`src/rtl/ev_fit_tracker.sv`:
```
// rtl/ev_fit_tracker.sv - serial lattice-energy fitness evaluator with best-individual tracker (optional EV_PERIODIC_BOUNDARY_EN)
module ev_fit_tracker #(
    parameter int INT8_LENGTH     = 8,
    parameter int ENERGY_LENGTH   = 4,
    parameter int PARTICLE_LENGTH = 2,
    parameter int LATTICE_LENGTH  = 11,
    parameter int IND_FIT_LENGTH  = 10
) (
    input  logic                                  clk,
    input  logic                                  rst_n,
    input  logic                                  start,
    input  logic [INT8_LENGTH-1:0]                num_generations,
    input  logic [INT8_LENGTH-1:0]                pop_size,
    input  logic [ENERGY_LENGTH-1:0]              self_energy,
    input  logic [ENERGY_LENGTH-1:0]              interact_energy,
    input  logic                                  in_valid,
    output logic                                  in_ready,
    input  logic [PARTICLE_LENGTH*LATTICE_LENGTH-1:0] ind_state_in,
    input  logic [INT8_LENGTH-1:0]                ind_mut_in,
    output logic                                  fit_valid,
    output logic [IND_FIT_LENGTH-1:0]             fit_out,
    output logic [IND_FIT_LENGTH-1:0]             min_fit_out,
    output logic [PARTICLE_LENGTH*LATTICE_LENGTH-1:0] best_ind_state,
    output logic [INT8_LENGTH-1:0]                best_ind_mut,
    output logic [INT8_LENGTH-1:0]                gen_count,
    output logic                                  done
);
    localparam int SW = PARTICLE_LENGTH * LATTICE_LENGTH;
    localparam int IW = $clog2(LATTICE_LENGTH);
    localparam int XW = IND_FIT_LENGTH + 2;
    localparam logic [XW-1:0] FMAX = {2'b00, {IND_FIT_LENGTH{1'b1}}};

    typedef enum logic [2:0] {S_IDLE, S_INIT, S_ACCEPT, S_EVAL, S_UPDATE, S_DONE} state_t;

    state_t                      state_q, state_d;
    logic [INT8_LENGTH-1:0]      gens_q, gens_d, pop_q, pop_d;
    logic [ENERGY_LENGTH-1:0]    self_q, self_d, inter_q, inter_d;
    logic [SW-1:0]               ind_q, ind_d, best_q, best_d;
    logic [INT8_LENGTH-1:0]      mut_q, mut_d, best_mut_q, best_mut_d;
    logic [IW-1:0]               site_q, site_d;
    logic [IND_FIT_LENGTH-1:0]   acc_q, acc_d, fit_q, fit_d, min_q, min_d;
    logic [INT8_LENGTH-1:0]      gen_cnt_q, gen_cnt_d, ind_cnt_q, ind_cnt_d;

    logic [PARTICLE_LENGTH-1:0]  cur_site, prev_site, first_site;
    logic                        add_self, add_int, add_wrap, last_site;
    logic [XW-1:0]               self_x, inter_x, sum;
    logic [IND_FIT_LENGTH-1:0]   acc_next;

    // Select the current and previous lattice site and compute the saturated running energy
    always_comb begin
        cur_site   = '0;
        prev_site  = '0;
        first_site = ind_q[PARTICLE_LENGTH-1:0];
        for (int i = 0; i < LATTICE_LENGTH; i++) begin
            if (site_q == IW'(i)) begin
                cur_site  = ind_q[i*PARTICLE_LENGTH +: PARTICLE_LENGTH];
                prev_site = ind_q[((i == 0) ? 0 : i - 1)*PARTICLE_LENGTH +: PARTICLE_LENGTH];
            end
        end
        last_site = (site_q == IW'(LATTICE_LENGTH - 1));
        add_self  = (cur_site != '0);
        add_int   = (site_q != '0) && (cur_site == prev_site) && (cur_site != '0);
`ifdef EV_PERIODIC_BOUNDARY_EN
        add_wrap  = last_site && (cur_site == first_site) && (cur_site != '0);
`else
        add_wrap  = 1'b0;
`endif
        self_x  = {{(XW-ENERGY_LENGTH){1'b0}}, self_q};
        inter_x = {{(XW-ENERGY_LENGTH){1'b0}}, inter_q};
        sum = {2'b00, acc_q}
            + (add_self ? self_x  : '0)
            + (add_int  ? inter_x : '0)
            + (add_wrap ? inter_x : '0);
        acc_next = (sum > FMAX) ? FMAX[IND_FIT_LENGTH-1:0] : sum[IND_FIT_LENGTH-1:0];
    end

    // Run control: next state plus next values of every tracked register
    always_comb begin
        state_d    = state_q;
        gens_d     = gens_q;
        pop_d      = pop_q;
        self_d     = self_q;
        inter_d    = inter_q;
        ind_d      = ind_q;
        mut_d      = mut_q;
        site_d     = site_q;
        acc_d      = acc_q;
        fit_d      = fit_q;
        min_d      = min_q;
        best_d     = best_q;
        best_mut_d = best_mut_q;
        gen_cnt_d  = gen_cnt_q;
        ind_cnt_d  = ind_cnt_q;
        case (state_q)
            S_IDLE: if (start) state_d = S_INIT;
            S_INIT: begin
                gens_d     = num_generations;
                pop_d      = pop_size;
                self_d     = self_energy;
                inter_d    = interact_energy;
                min_d      = '1;
                best_d     = '0;
                best_mut_d = '0;
                gen_cnt_d  = '0;
                ind_cnt_d  = '0;
                state_d    = (num_generations == '0 || pop_size == '0) ? S_DONE : S_ACCEPT;
            end
            S_ACCEPT: if (in_valid) begin
                ind_d   = ind_state_in;
                mut_d   = ind_mut_in;
                acc_d   = '0;
                site_d  = '0;
                state_d = S_EVAL;
            end
            S_EVAL: begin
                acc_d = acc_next;
                if (last_site) begin
                    fit_d   = acc_next;
                    site_d  = '0;
                    state_d = S_UPDATE;
                end else begin
                    site_d = site_q + IW'(1);
                end
            end
            S_UPDATE: begin
                if (fit_q < min_q) begin
                    min_d      = fit_q;
                    best_d     = ind_q;
                    best_mut_d = mut_q;
                end
                state_d = S_ACCEPT;
                if (ind_cnt_q + INT8_LENGTH'(1) == pop_q) begin
                    ind_cnt_d = '0;
                    gen_cnt_d = gen_cnt_q + INT8_LENGTH'(1);
                    if (gen_cnt_q + INT8_LENGTH'(1) == gens_q) state_d = S_DONE;
                end else begin
                    ind_cnt_d = ind_cnt_q + INT8_LENGTH'(1);
                end
            end
            S_DONE:  state_d = S_IDLE;
            default: state_d = S_IDLE;
        endcase
    end

    // State and datapath registers with asynchronous clear
    always_ff @(posedge clk or negedge rst_n) begin
        if (!rst_n) begin
            state_q    <= S_IDLE;
            gens_q     <= '0;
            pop_q      <= '0;
            self_q     <= '0;
            inter_q    <= '0;
            ind_q      <= '0;
            mut_q      <= '0;
            site_q     <= '0;
            acc_q      <= '0;
            fit_q      <= '0;
            min_q      <= '0;
            best_q     <= '0;
            best_mut_q <= '0;
            gen_cnt_q  <= '0;
            ind_cnt_q  <= '0;
        end else begin
            state_q    <= state_d;
            gens_q     <= gens_d;
            pop_q      <= pop_d;
            self_q     <= self_d;
            inter_q    <= inter_d;
            ind_q      <= ind_d;
            mut_q      <= mut_d;
            site_q     <= site_d;
            acc_q      <= acc_d;
            fit_q      <= fit_d;
            min_q      <= min_d;
            best_q     <= best_d;
            best_mut_q <= best_mut_d;
            gen_cnt_q  <= gen_cnt_d;
            ind_cnt_q  <= ind_cnt_d;
        end
    end

    assign in_ready       = (state_q == S_ACCEPT);
    assign fit_valid      = (state_q == S_UPDATE);
    assign done           = (state_q == S_DONE);
    assign fit_out        = fit_q;
    assign min_fit_out    = min_q;
    assign best_ind_state = best_q;
    assign best_ind_mut   = best_mut_q;
    assign gen_count      = gen_cnt_q;
endmodule

```
`config.mk`:
```
export PLATFORM = sky130hd
export DESIGN_NAME = ev_fit_tracker
export DESIGN_NICKNAME = d
export VERILOG_FILES = /design/src/rtl/ev_fit_tracker.sv
export SDC_FILE = /design/constraint.sdc
export NUM_CORES = 1
export LEC_CHECK = 0
export ABC_AREA = 1
export CELL_PAD_IN_SITES_DETAIL_PLACEMENT = 0
export CELL_PAD_IN_SITES_GLOBAL_PLACEMENT = 1
export CORE_MARGIN = 1
export CORE_UTILIZATION = 42
export DETAILED_ROUTE_END_ITERATION = 6
export GPL_TIMING_DRIVEN = 0
export PLACE_DENSITY_LB_ADDON = 0.1
export SETUP_SLACK_MARGIN = 0.3
export SYNTH_ARGS = -nofsm -noshare
export SYNTH_HDL_FRONTEND = slang
export SYNTH_SLANG_ARGS = --single-unit
export TNS_END_PERCENT = 100
```
`constraint.sdc`:
```
create_clock -name clk -period 7.5 [get_ports clk]
set_input_delay 0.75 -clock clk [delete_from_list [all_inputs] [get_ports clk]]
set_output_delay 0.75 -clock clk [all_outputs]
set_load 0.03 [all_outputs]
```
==> results.cfg <==
[synthesis]
ys_types = 41
ys_seq_area_share_pct = 48.8
syn-num-nets = 969
syn_area_per_cell_um2 = 7.89
yosys_warnings = 0
synth-seq-cells = 137
syn_area_um2 = 7030
synth_cells = 891

[place]
gp_congestion = 0.828
dp_hpwl_mm = 13.2
port_buffers = 118

[global_route]
antenna_found_initial = 0
grt_pass1_vias = 5937
grt_start_max_net_pins = 78
grt_pass1_wl_mm = 30.1
grt.overflow.total = 0
track_usage_pct = 21.9

[setup_path]
r2r-start = site_q[1]
crit_path_top_delay_cell = dfrtp_1
cpPeakStageDelay_ns = 0.44
path_cells = inv_1 > nor2_1 > nand2_1 > or2_0 > nand2_1 > nand3_1 > a21oi_1 > nand2_1 > nand2_1 > nor2_1 > nand3_1 > fa_1 > inv_1 > ha_1 > inv_1 > fa_1 > nor2_1 > nor2_1 > o21bai_1 > nand4_1 > nor2_1 > xor2_1 > nand2_1 > mux2_2
cp.required_ns = 7.81
worstSetupStartpoint = site_q[1]
reg2reg_depth = 24
critPathMaxFanout = 7
path_buf_inv = 3
worstSetupStartpointType = flip-flop
r2r_slack_ns = 3.06
worstPathArrival_ns = 4.75
crit_type = reg -> reg
end_kind = flip-flop
critical-path-top-delay-family = simple AND/OR/NAND/NOR gates
r2r_end = fit_out[9]

[sta]
setup_viol = 0
period_share_pct = 59.2
finalSetupTns_ns = 0
finalHoldViolCount = 0
max_slew.worst_pin.slew_ns = 0.804
finClkSkew_ns = 0.00670
post-route-min-period_ns = 4.44
fmax_mhz = 225
rsz0062_at_grt = false
report.final.slew_viol_count = 0
slew_headroom_pct = 46.0

[cells_and_area]
fin_util_pct = 56.6
area_growth_pct = 29.9
drive_gt1_share_pct = 4.99
fin_nets = 1107
fillers = 1589
antenna_cells = 0
mostFrequentLayoutCell = nand2_1
mostFrequentLayoutCells = 242 x nand2_1, 137 x dfrtp_1, 136 x inv_1

[power_and_ir_drop]
power_density_nw_per_um2 = 410
leakage_nw = 4.29
ir_worst_vdd_mv = 0.225

[cts]
cts_hold_buffers = 0
cts_tree = done
clk_pin_slew_worst_paths_ns = 0.06
cts_resized = 0
cts_buffers = 17
post-cts-setup-buffer-count = 0
cts-root-buf = clkbuf_16
htree_levels = 4
clkSinkCount = 137
cts.path.max_buffers = 2
clk_latency_ns = 0.43

[detailed_routing]
drt-total-wl_mm = 17.9
wire_per_inst_um = 14.2
via_per_inst = 4.85
vias = 6107
final_antenna_net_count = 0
drtPass1Iterations = 5
drt_iter0_drc = 393
drc = 0

[floorplan]
die-area_um2 = 17300
start_util_pct = 43.6
rows = 46
chipWidth_um = 131
die_h_um = 131
io_pins = 119
core_area_um2 = 16100

[run_status]
outcome = finished, final reports clean

[min_path]
hp-class = in -> async

[job]
max-cap-violations = 0
-- how the worst max path moves through the flow --
| stage | to | slack [ns] | cells past startpoint |
|---|---|---|---|
| CTS | fit_out[9] | 3.00 | 24 |
| finish | fit_out[9] | 3.06 | 24 |
| floorplan | fit_out[9] | 3.68 | 24 |
| global route | fit_out[4] | 2.62 | 21 |
| detailed placement | fit_out[9] | 3.05 | 24 |
| global placement | mut_q[6] | 0.02 | 1 |
-- cell usage after synthesis --
master,n,area (um2)
o21ai_1,5,25.0
inv_1,136,510
xor2_1,8,70.1
a211oi_1,2,15.0
nand2_2,2,12.5
nor2_8,1,20.0
nand4_1,10,62.6
buf_2,4,20.0
o31ai_1,6,45.0
nand3_1,69,345
nor2_1,50,188
clkbuf_1,23,86.3
nor3_4,1,16.3
dfrtp_1,137,3430
xnor2_1,3,26.3
a31oi_1,2,12.5
nor4_1,4,25.0
nand2_4,1,11.3
xnor3_1,1,22.5
o21bai_1,2,15.0
a21boi_0,1,7.51
o21a_1,1,7.51
nor3_1,6,30.0
a21oi_1,13,65.1
o21ai_2,1,8.76
nand3b_1,2,15.0
a32o_1,1,10.0
ha_1,15,188
a21boi_1,1,7.51
mux2_2,2,22.5
fa_1,5,100
o21ai_0,109,546
or2_0,1,6.26
o22ai_1,11,68.8
or2_2,7,43.8
o211ai_1,1,7.51
nand2_1,242,908
a22o_1,1,8.76
o32ai_1,1,8.76
inv_2,1,3.75
clkinv_1,2,7.51
-- metal layers --
metal / wire length (um) / global-route usage, %
met1: 8840 / 31.1
met2: 8190 / 34.1
met3: 692 / 4.44
met4: 169 / 5.94
met5: 0 / 0
-- metrics by stage --
step,worst slack [ns],cell area (um2),hold slack [ns],instances,power [mW]
CTS,3.00,9130,0.381,1258,3.77
finish,3.06,9130,0.359,1258,3.74
detailed placement,3.05,8510,0.463,1226,2.87
global placement,0.0216,8480,0.456,1225,2.85
floorplan,3.68,7030,0.442,891,2.27
global route,2.62,9130,0.406,1258,4.05
-- kinds of logic (layout without fill, tap and decap cells) --
family                   after synthesis  in the layout  synth area share (%)
flip-flops                           137            137                  48.8
buffers and inverters                166            317                  8.94
adder cells (fa/ha/maj)               20             20                  4.09
multiplexers                           2              2                 0.320
XOR/XNOR                              12             12                  1.69
AND/OR/NAND/NOR                      396            396                  24.0
AO/OA/AOI/OAI                        158            158                  12.2
-- worst register-to-register path: cells and delay by family (launching register included) --
family,cells,cell delay (ns)
AOI/OAI and AO/OA,2,0.41
xor gates and xnor gates,1,0.16
adders and majority gates,3,0.97
buffers and inverters,3,0.26
DFF,1,0.44
muxes,1,0.27
and+or+nand+nor,14,1.83
-- power breakdown --
part	leakage, nW	switching [mW]	total (mW)	internal [mW]
registers	1.75	0.213	1.22	1.01
logic	2.24	1.06	1.63	0.575
clock network	0.292	0.326	0.889	0.563
-- flip-flops by register name, indices dropped and copies added (netlist names) --
register and count:
self_q 4, min_fit_out 10, state_q 3, best_ind_state 22, inter_q 4, acc_q 10
mut_q 8, pop_q 8, gen_count 8, fit_out 10, ind_cnt_q 8, gens_q 8
best_ind_mut 8, ind_q 22, site_q 4
-- layout make-up --
class | count | area, um2 | area share [%]
flip-flops and latches | 137 | 3430 | 37.6
multi-input cells | 588 | 2970 | 32.6
repair buffers | 119 | 1210 | 13.3
inverters | 139 | 522 | 5.72
clock buffers | 20 | 447 | 4.89
well taps | 216 | 270 | 2.96
clock inverters | 12 | 174 | 1.91
plain buffers | 27 | 106 | 1.17
(Power assumes the default switching activity.)
